### src/rtl/exp_normalizer.sv
// rtl/exp_normalizer.sv - FP adder post-add normalizer, one-bit-per-cycle shifter.
// Define EXPNORM_LZC_EN to resolve NORM in one cycle with a leading-zero count.
module exp_normalizer #(
   parameter int EXP_W  = 5,
   parameter int FRAC_W = 10
) (
   input  logic                       clk,
   input  logic                       reset_n,
   input  logic                       in_Valid,
   output logic                       in_Ready,
   input  logic                       in_Sign,
   input  logic [EXP_W:1]             in_Exponent,
   input  logic [FRAC_W+2:1]          in_Mantissa_Sum,
   output logic                       out_Valid,
   input  logic                       out_Ready,
   output logic [EXP_W+FRAC_W+1:1]    out_Result,
   output logic                       out_Overflow,
   output logic                       out_Underflow
);
   localparam int MW = FRAC_W + 2;
   localparam logic [EXP_W+1:1] EXP_ONE = 1;
   localparam logic [EXP_W+1:1] EXP_MAX = {1'b0, {EXP_W{1'b1}}};

   typedef enum logic [1:0] {IDLE, NORM, DONE} state_t;

   state_t           state, state_d;
   logic             sign_r, sign_d;
   logic [EXP_W:1]   exp_r, exp_d;
   logic [MW:1]      mant_r, mant_d;
   logic             ovf_r, ovf_d, unf_r, unf_d;
   logic [EXP_W+1:1] exp_inc;
`ifdef EXPNORM_LZC_EN
   int               lzc;
`endif

   always_ff @(posedge clk or negedge reset_n) begin
      if (!reset_n) begin
         state  <= IDLE;
         sign_r <= 1'b0;
         exp_r  <= '0;
         mant_r <= '0;
         ovf_r  <= 1'b0;
         unf_r  <= 1'b0;
      end else begin
         state  <= state_d;
         sign_r <= sign_d;
         exp_r  <= exp_d;
         mant_r <= mant_d;
         ovf_r  <= ovf_d;
         unf_r  <= unf_d;
      end
   end

   always_comb begin
      state_d = state;
      sign_d  = sign_r;
      exp_d   = exp_r;
      mant_d  = mant_r;
      ovf_d   = ovf_r;
      unf_d   = unf_r;
      exp_inc = {1'b0, exp_r} + EXP_ONE;
`ifdef EXPNORM_LZC_EN
      // Distance of the leading one below the hidden position.
      lzc = 0;
      for (int i = 1; i <= MW - 1; i++) begin
         if (mant_r[i]) lzc = MW - 1 - i;
      end
`endif
      case (state)
         IDLE: begin
            if (in_Valid) begin
               sign_d  = in_Sign;
               exp_d   = in_Exponent;
               mant_d  = in_Mantissa_Sum;
               ovf_d   = 1'b0;
               unf_d   = 1'b0;
               state_d = NORM;
            end
         end
         NORM: begin
            if (mant_r == '0 || exp_r == '0) begin
               exp_d   = '0;
               mant_d  = '0;
               state_d = DONE;
            end else if (mant_r[MW]) begin
               state_d = DONE;
               if (exp_inc >= EXP_MAX) begin
                  exp_d  = '1;
                  mant_d = '0;
                  ovf_d  = 1'b1;
               end else begin
                  exp_d  = exp_inc[EXP_W:1];
                  mant_d = mant_r >> 1;
               end
            end else if (mant_r[MW-1]) begin
               state_d = DONE;
`ifdef EXPNORM_LZC_EN
            end else if (lzc >= int'(exp_r)) begin
               exp_d   = '0;
               mant_d  = '0;
               unf_d   = 1'b1;
               state_d = DONE;
            end else begin
               mant_d  = mant_r << lzc;
               exp_d   = exp_r - EXP_W'(lzc);
               state_d = DONE;
            end
`else
            end else if (exp_r == EXP_W'(1)) begin
               exp_d   = '0;
               mant_d  = '0;
               unf_d   = 1'b1;
               state_d = DONE;
            end else begin
               mant_d  = mant_r << 1;
               exp_d   = exp_r - EXP_W'(1);
            end
`endif
         end
         DONE: begin
            if (out_Ready) state_d = IDLE;
         end
         default: state_d = IDLE;
      endcase
   end

   assign in_Ready      = (state == IDLE);
   assign out_Valid     = (state == DONE);
   assign out_Result    = {sign_r, exp_r, mant_r[FRAC_W:1]};
   assign out_Overflow  = ovf_r;
   assign out_Underflow = unf_r;
endmodule

### config.mk
export PLATFORM = sky130hd
export DESIGN_NAME = exp_normalizer
export DESIGN_NICKNAME = d
export VERILOG_FILES = /design/src/rtl/exp_normalizer.sv
export SDC_FILE = /design/constraint.sdc
export NUM_CORES = 1
export LEC_CHECK = 0
export BUFFER_PORTS_ARGS = -buffer_cell sky130_fd_sc_hd__buf_2
export CAP_MARGIN = 20
export CORE_MARGIN = 8
export CORE_UTILIZATION = 35
export CTS_CLUSTER_DIAMETER = 150
export DETAILED_ROUTE_END_ITERATION = 6
export GPL_TIMING_DRIVEN = 1
export PLACE_DENSITY = 0.56
export SLEW_MARGIN = 10
export SYNTH_ARGS = -nofsm -noshare
export SYNTH_HDL_FRONTEND = slang
export SYNTH_SLANG_ARGS = --single-unit
### constraint.sdc
create_clock -name clk -period 2.2 [get_ports clk]
set_input_delay 0.44 -clock clk [delete_from_list [all_inputs] [get_ports clk]]
set_output_delay 0.44 -clock clk [all_outputs]
set_load 0.05 [all_outputs]
==> results of run 1 <==
-- cells in the mapped netlist (3+ instances only) --
| library cell | count |
|---|---|
| buf_2 | 3 |
| buf_4 | 11 |
| inv_1 | 4 |
| clkbuf_1 | 12 |
| a32o_1 | 9 |
| nand2_1 | 17 |
| nor4_1 | 4 |
| nor2_1 | 18 |
| nor2b_1 | 3 |
| a221o_1 | 4 |
| a21oi_1 | 13 |
| dfrtp_1 | 22 |
| a22oi_1 | 10 |
| nor3_1 | 3 |
| nand3_1 | 4 |
| ha_1 | 5 |
| a31oi_1 | 7 |
-- layer usage --
metal / part of all wire (%) / wire [um] / up-vias / GRT usage [%]
met5: 0 / 0 / - / 0
met4: 0.18 / 8 / 0 / 1.44
met3: 5.4 / 233 / 3 / 3.91
met2: 45 / 1940 / 45 / 19.0
met1: 50 / 2170 / 706 / 17.2
li1: - / - / 738 / -
-- final cells by class --
type                    count  area share [%]
multi-input cells         129            47.6
flip-flops and latches     22            29.4
repair buffers             55            16.5
well taps                  52            3.46
clock buffers               3            2.20
inverters                   4           0.799
-- cells by family (layout without fill, tap and decap cells) --
kind of cell / after synthesis / in the layout
adder cells (fa/ha/maj): 5 / 5
multiplexers: 2 / 2
AND/OR/NAND/NOR: 64 / 64
XOR/XNOR: 2 / 2
flip-flops: 22 / 22
buffers and inverters: 32 / 62
AO/OA/AOI/OAI: 56 / 56
-- path summary, 6_finish.rpt --
| check | end | slack, ns | startpoint | cells after the start |
|---|---|---|---|---|
| min reg2reg | out_Underflow$_DFFE_PN0P_ | 0.48 | out_Underflow$_DFFE_PN0P_ | 2 |
| max reg2reg | mant_r[4]$_DFFE_PN0P_ | 0.16 | exp_r[1]$_DFFE_PN0P_ | 7 |
| min in group clk | sign_r$_DFFE_PN0P_ | 0.38 | in_Sign | 3 |
| max | mant_r[4]$_DFFE_PN0P_ | 0.16 | exp_r[1]$_DFFE_PN0P_ | 7 |
| min | mant_r[1]$_DFFE_PN0P_ | 0.15 | reset_n | 1 |
| max in group asynchronous | exp_r[1]$_DFFE_PN0P_ | 1.66 | reset_n | 1 |
-- worst reg2reg max path: cells and delay by family (launching register included) --
family,cells,cell delay (ns)
AO/OA/AOI/OAI,3,0.53
AND/OR/NAND/NOR,2,0.65
buffers and inverters,1,0.12
adder cells (fa/ha/maj),1,0.16
flip-flops,1,0.46
-- through the flow --
| stage | hold slack (ns) | cells | utilization [%] | cell area, um^2 |
|---|---|---|---|---|
| 6_report | 0.146 | 265 | 43.1 | 1880 |
| 3_5_place_dp | 0.452 | 262 | 41.8 | 1820 |
| 4_1_cts | 0.156 | 265 | 42.8 | 1860 |
| 3_3_place_gp | 0.445 | 262 | 41.8 | 1820 |
| 2_1_floorplan | 0.144 | 183 | - | 1610 |
| 5_1_grt | 0.176 | 265 | 43.1 | 1880 |
-- cell usage in the layout (no fill, tap or decap), types with 7 or more instances in the layout --
cell type   n
buf_2      41
buf_4      14
dfrtp_1    20
a32o_1      9
nand2_1    17
a22oi_1    10
a31oi_1     7
nor2_1     18
a21oi_1    13
-- registers in the layout, summed over array words and instances (netlist names) --
register / count
exp_r: 5
mant_r: 12
out_Overflow: 1
out_Underflow: 1
sign_r: 1
state: 2
==> impl_metrics.ini, run 1 <==
[cells_and_area]
multi_input_area_um2 = 893
diodes = 0
register_area_um2 = 553
fillerInstances = 450
area_growth_pct = 19.0
finalNetCount = 242
drive_gt1_share_pct = 31.5

[sta]
period_needed_ns = 2.04
worst_pin_slew_ns = 0.528
slew_headroom_pct = 64.8
fin_setup_tns_ns = 0
finalMaxSlewViolations = 0
setup_ws_ns = 0.162
fin_crit_sh_pct = 92.6
rsz0062_at_grt = false
clock_skew_ns = 0.00490
max_clock_freq_mhz = 491
setup_viol = 0
finalHoldViolCount = 0

[critical_path]
slowest_stage = or4_4
worstPathRequired_ns = 2.35
cp.arrival_ns = 2.19
worstSetupEndpointType = flip-flop
crit_fanout = 11
cp_num_buf_inv = 1
path_delay_family = simple AND/OR/NAND/NOR gates
path_cells = inv_2, ha_4, nand2_1, or4_4, a32o_1, a22oi_1, a21oi_1
crit_path_max_incr_delay_ns = 0.60
criticalPathCategory = reg -> reg
start_kind = flip-flop

[detailed_routing]
ant_nets = 0
initialDrtViolationCount = 117
via_count = 1492
first_pass_iters = 4
wl_per_cell_um = 16.4
wirelength_um = 4350
vias_per_cell = 5.63
route.detailed.drc = 0

[synth]
synth_edf_count = 0
synth_fa_ha_area_share_pct = 3.97
ys.warnings.count = 0
syn_area_mm2 = 0.00158
synth-seq-cells = 22
avgSynthCellArea_um2 = 8.62
ys.flop_type = dfrtp_1
synth_top_family_by_area = compound AO/OA/AOI/OAI gates
synth_xor_area_share_pct = 1.11
synth_cell_types = 42
synthSimpleGateAreaFrac_pct = 20.7
synth_top_area_cell = dfrtp_1
synthesis.nets = 210
async_reset_ff_share_pct = 100
synth_compound_area_share_pct = 26.6
syn-instance-count = 183
synth_top_area_share_pct = 34.9
synth_area_leaders = dfrtp_1, a32o_1, buf_4
synth.yosys.seq_area_share_pct = 34.9
synthMuxAreaShare_pct = 1.27

[clocking]
clk_latency_ns = 0.26
cts_tree = done
ctsHoldBuffers = 0
numClockSinks = 22
numCtsBuffers = 3
cts_setup_buffers = 0
clk_pin_slew_worst_paths_ns = 0.08
cts_root_buf = clkbuf_8
h-tree-depth = 1
cts_resized = 0
clk_path_buf_depth = 2

[global_routing]
antenna_found_initial = 0
grt_overflow = 0
grt_pass1_wl_um = 7450
grt_pass1_vias = 1480
grt_max_degree = 23
groute.usage.overall_pct = 12.5

[floorplan]
die_y_um = 83.1
ioPinCount = 42
die_w_um = 83.1
coreArea_mm2 = 0.00435
dieArea_mm2 = 0.00691
initial_core_util_pct = 36.2
rows = 24

[run]
maxCapViolations = 0

[worst_hold_path]
hold_class = in -> async

[place]
dp_hpwl_um = 3320
dpl_worst_slack_ns = 0.153
gp_congestion = 0.827
port_buffers = 41

[run_status]
status = finished, final reports clean
Power of run 1 is not shown: default switching activity piles up to over one toggle a cycle in this logic, so the estimate is an artifact.
==> run 2: changes to the inputs <==
--- a/config.mk
+++ b/config.mk
@@ -12,6 +12,7 @@
 export CTS_CLUSTER_DIAMETER = 150
 export DETAILED_ROUTE_END_ITERATION = 6
 export GPL_TIMING_DRIVEN = 1
+export MAX_ROUTING_LAYER = met4
 export PLACE_DENSITY = 0.56
 export SLEW_MARGIN = 10
 export SYNTH_ARGS = -nofsm -noshare
==> impl_metrics.ini, run 2 (same netlist as run 1, synthesis figures left out) <==
[run_status]
status = finished, final reports clean

[floorplan]
die_y_um = 83.1
initial_core_util_pct = 36.2
die_w_um = 83.1
coreArea_mm2 = 0.00435
ioPinCount = 42
rows = 24
dieArea_mm2 = 0.00691

[cells_and_area]
multi_input_area_um2 = 893
finalNetCount = 242
final_common_cell = buf_2
fillerInstances = 450
drive_gt1_share_pct = 31.5
diodes = 0
top_regs = mant_r: 12 flops, exp_r: 5 flops, state: 2 flops
register_area_um2 = 553
largest_register_ffs = 12
mostFrequentLayoutCells = buf_2, dfrtp_1, nor2_1, nand2_1, buf_4
area_growth_pct = 19.0
regMostFlops = mant_r
final_area_mm2 = 0.00188

[place]
port_buffers = 41
placed_cell_area_mm2 = 0.00182
gp_congestion = 0.840
dp_hpwl_um = 3320

[sta]
max_clock_freq_mhz = 491
fin_hold_ws_ns = 0.145
worst_pin_slew_ns = 0.526
finalMaxSlewViolations = 0
period_needed_ns = 2.04
fin_crit_sh_pct = 92.6
rsz0062_at_grt = false
fin_setup_tns_ns = 0
slew_headroom_pct = 64.9
finalHoldViolCount = 0
clock_skew_ns = 0.00494
setup_viol = 0

[detailed_routing]
via_count = 1491
first_pass_iters = 4
route.detailed.drc = 0
wirelength_um = 4360
initialDrtViolationCount = 97
vias_per_cell = 5.63
ant_nets = 0
wl_per_cell_um = 16.4

[global_routing]
groute.usage.overall_pct = 12.8
grt_pass1_vias = 1482
grt_overflow = 0
grt_max_degree = 23
grt_pass1_wl_um = 7440
antenna_found_initial = 0

[critical_path]
criticalPathCategory = reg -> reg
start_kind = flip-flop
crit_fanout = 11
crit_path_max_incr_delay_ns = 0.60
slowest_stage = or4_4
worstPathRequired_ns = 2.35
path_cells = inv_2, ha_4, nand2_1, or4_4, a32o_1, a22oi_1, a21oi_1
worstSetupEndpointType = flip-flop
cp.arrival_ns = 2.19

[clocking]
clk_path_buf_depth = 2
numClockSinks = 22
h-tree-depth = 1
cts_tree = done
clk_pin_slew_worst_paths_ns = 0.08
numCtsBuffers = 3
cts_root_buf = clkbuf_8
cts_setup_buffers = 0
clk_latency_ns = 0.26

[worst_hold_path]
hold_class = in -> async

[run]
maxCapViolations = 0
## run 2: cell counts in the layout (fill, tap and decap cells not counted)
No cell type changed its count.
## run 2: layer usage
metal / vias up / global-route usage [%] / part of all wire, %
met5: - / - / 0
met4: 0 / 1.44 / 0.34
met3: 5 / 3.32 / 4.4
met2: 42 / 19.1 / 44
met1: 708 / 17.4 / 51
li1: 736 / - / -
## run 2: final timing paths
kind	depth (start not counted)	end	start	slack (ns)
worst min register to register	2	out_Underflow$_DFFE_PN0P_	out_Underflow$_DFFE_PN0P_	0.48
worst max-delay path	7	mant_r[4]$_DFFE_PN0P_	exp_r[1]$_DFFE_PN0P_	0.16
worst max register to register	7	mant_r[4]$_DFFE_PN0P_	exp_r[1]$_DFFE_PN0P_	0.16
max in group asynchronous	1	exp_r[1]$_DFFE_PN0P_	reset_n	1.67
worst min-delay path	1	mant_r[1]$_DFFE_PN0P_	reset_n	0.15
min in group clk	3	sign_r$_DFFE_PN0P_	in_Sign	0.38
## run 2: critical path: cells and delay by family (launching register included)
family | cells | cell delay, ns
adder cells (fa/ha/maj) | 1 | 0.16
AND/OR/NAND/NOR | 2 | 0.65
buffers and inverters | 1 | 0.12
flip-flops | 1 | 0.46
AO/OA/AOI/OAI | 3 | 0.53
## run 2: per-stage QoR
step | setup slack (ns) | instances | util, %
5_1_grt | 0.0223 | 265 | 43.1
2_1_floorplan | 0.00584 | 183 | -
4_1_cts | 0.133 | 265 | 42.8
6_report | 0.162 | 265 | 43.1
3_3_place_gp | 0.143 | 262 | 41.8
3_5_place_dp | 0.153 | 262 | 41.8
## run 2: what timing repair did
action / 4_1_cts / 5_1_grt
hold buffers: 0 / 0
endpoints found under the setup margin: 0 / 9
resized for setup: 0 / 2
hold endpoints to repair: 0 / 0
## run 2: cell type report
class / count / share of cell area, %
clock buffer: 3 / 2.20
inverter: 4 / 0.799
multi-input combinational: 129 / 47.6
sequential: 22 / 29.4
tap: 52 / 3.46
timing repair buffer: 55 / 16.5
Power of run 2 is left out for the same reason.
==> run 3: changes to the inputs <==
--- a/config.mk
+++ b/config.mk
@@ -14,6 +14,7 @@
 export GPL_TIMING_DRIVEN = 1
 export MAX_ROUTING_LAYER = met4
 export PLACE_DENSITY = 0.56
+export SETUP_SLACK_MARGIN = 0.4
 export SLEW_MARGIN = 10
 export SYNTH_ARGS = -nofsm -noshare
 export SYNTH_HDL_FRONTEND = slang
==> impl_metrics.ini, run 3 (same netlist as run 1, synthesis figures left out) <==
[run_status]
status = finished, final reports clean

[critical_path]
start_kind = flip-flop
crit_path_max_incr_delay_ns = 0.53
worstPathRequired_ns = 2.35
crit_fanout = 6
worstSetupEndpointType = flip-flop
slowest_stage = or4_4
path_cells = ha_4, xnor2_4, or4_4, a32o_2, a22oi_2, a21oi_1
cp.arrival_ns = 2.13
criticalPathCategory = reg -> reg

[cells_and_area]
drive_gt1_share_pct = 42.9
largest_register_ffs = 12
top_regs = mant_r: 12 flops, exp_r: 5 flops, state: 2 flops
mostFrequentLayoutCells = buf_2, buf_4, nor2_1, dfrtp_1, nand2_1
diodes = 0
final_common_cell = buf_2
area_growth_pct = 33.5
finalNetCount = 254
regMostFlops = mant_r

[clocking]
clk_latency_ns = 0.26
h-tree-depth = 1
cts_tree = done
cts_root_buf = clkbuf_8
clk_pin_slew_worst_paths_ns = 0.08
clk_path_buf_depth = 2
numClockSinks = 22
numCtsBuffers = 3
ctsHoldBuffers = 0

[global_routing]
grt_pass1_vias = 1582
grt_max_degree = 23
grt_pass1_wl_um = 7960
grt_overflow = 0
antenna_found_initial = 0
groute.usage.overall_pct = 14.0

[sta]
clock_skew_ns = 0.00201
max_clock_freq_mhz = 507
slew_headroom_pct = 64.6
rsz0062_at_grt = true
fin_crit_sh_pct = 89.6
period_needed_ns = 1.97
finalHoldViolCount = 0
finalMaxSlewViolations = 0
setup_viol = 0
worst_pin_slew_ns = 0.530
fin_setup_tns_ns = 0

[detailed_routing]
vias_per_cell = 5.62
wirelength_um = 4930
via_count = 1561
first_pass_iters = 4
ant_nets = 0
initialDrtViolationCount = 112
route.detailed.drc = 0
wl_per_cell_um = 17.7

[floorplan]
rows = 24
initial_core_util_pct = 36.2
die_w_um = 83.1
coreArea_mm2 = 0.00435
dieArea_mm2 = 0.00691
die_y_um = 83.1
ioPinCount = 42

[place]
gp_congestion = 0.889
port_buffers = 41
dp_hpwl_um = 3310

[worst_hold_path]
hold_class = in -> async

[run]
maxCapViolations = 0
## run 3: changes by cell type in the layout (fill, tap and decap cells not counted), moves of 2 or more
cell	change
ha_4	+2
buf_6	+5
buf_4	+5
nand2_1	-2
a22oi_1	-4
dfrtp_2	+3
nand2_2	+2
ha_1	-3
a22oi_2	+4
dfrtp_1	-3
## run 3: per-layer routing
layer  GRT usage (%)  part of all wire, %  vias to the layer above
met5               -                    0                        -
met4            2.40                 0.79                        0
met3            3.61                  5.2                        4
met2            21.6                   47                       55
met1            18.2                   47                      735
li1                -                    -                      767
## run 3: timing repair
| action | CTS | global route |
|---|---|---|
| hold endpoints to repair | 0 | 0 |
| pin swaps | 27 | 11 |
| gates resized for setup | 15 | 12 |
| buffers inserted | 8 | 3 |
| setup endpoints to repair | 15 | 18 |
| gates cloned | 1 | 1 |
## run 3: path summary, 6_finish.rpt
| check | start | cells after the start | endpoint | slack, ns |
|---|---|---|---|---|
| worst max-delay path | exp_r[1]$_DFFE_PN0P_ | 6 | mant_r[8]$_DFFE_PN0P_ | 0.23 |
| worst min-delay path | reset_n | 1 | mant_r[1]$_DFFE_PN0P_ | 0.14 |
| worst max register to register | exp_r[1]$_DFFE_PN0P_ | 6 | mant_r[8]$_DFFE_PN0P_ | 0.23 |
| worst min register to register | out_Underflow$_DFFE_PN0P_ | 2 | out_Underflow$_DFFE_PN0P_ | 0.48 |
| max in group asynchronous | reset_n | 1 | exp_r[1]$_DFFE_PN0P_ | 1.67 |
| min in group clk | in_Sign | 3 | sign_r$_DFFE_PN0P_ | 0.37 |
## run 3: final cells by class
| cell class | count | area, um^2 |
|---|---|---|
| inverters | 4 | 17.5 |
| well taps | 52 | 65.1 |
| flip-flops and latches | 22 | 557 |
| repair buffers | 65 | 404 |
| clock buffers | 4 | 45.0 |
| multi-input cells | 131 | 1020 |
| fillers | 418 | 2250 |
## run 3: per-stage QoR
stage                     setup WS, ns  cell area, um^2  hold slack, ns  util, %  std cells
after global routing             0.155             2110           0.179     48.4        278
after CTS                        0.251             2010           0.160     46.2        274
after floorplan                 0.0398             1620           0.144        -        183
after detailed placement         0.143             1820           0.451     41.9        261
final                            0.228             2110           0.144     48.4        278
after global placement           0.163             1820           0.455     41.9        261
## run 3: critical path: cells and delay by family, from the launching register on
family / cells / cell delay (ns)
AOI/OAI and AO/OA: 3 / 0.52
xor gates and xnor gates: 1 / 0.13
adders and majority gates: 1 / 0.20
DFF: 1 / 0.47
and+or+nand+nor: 1 / 0.53
Power of run 3 is left out for the same reason.
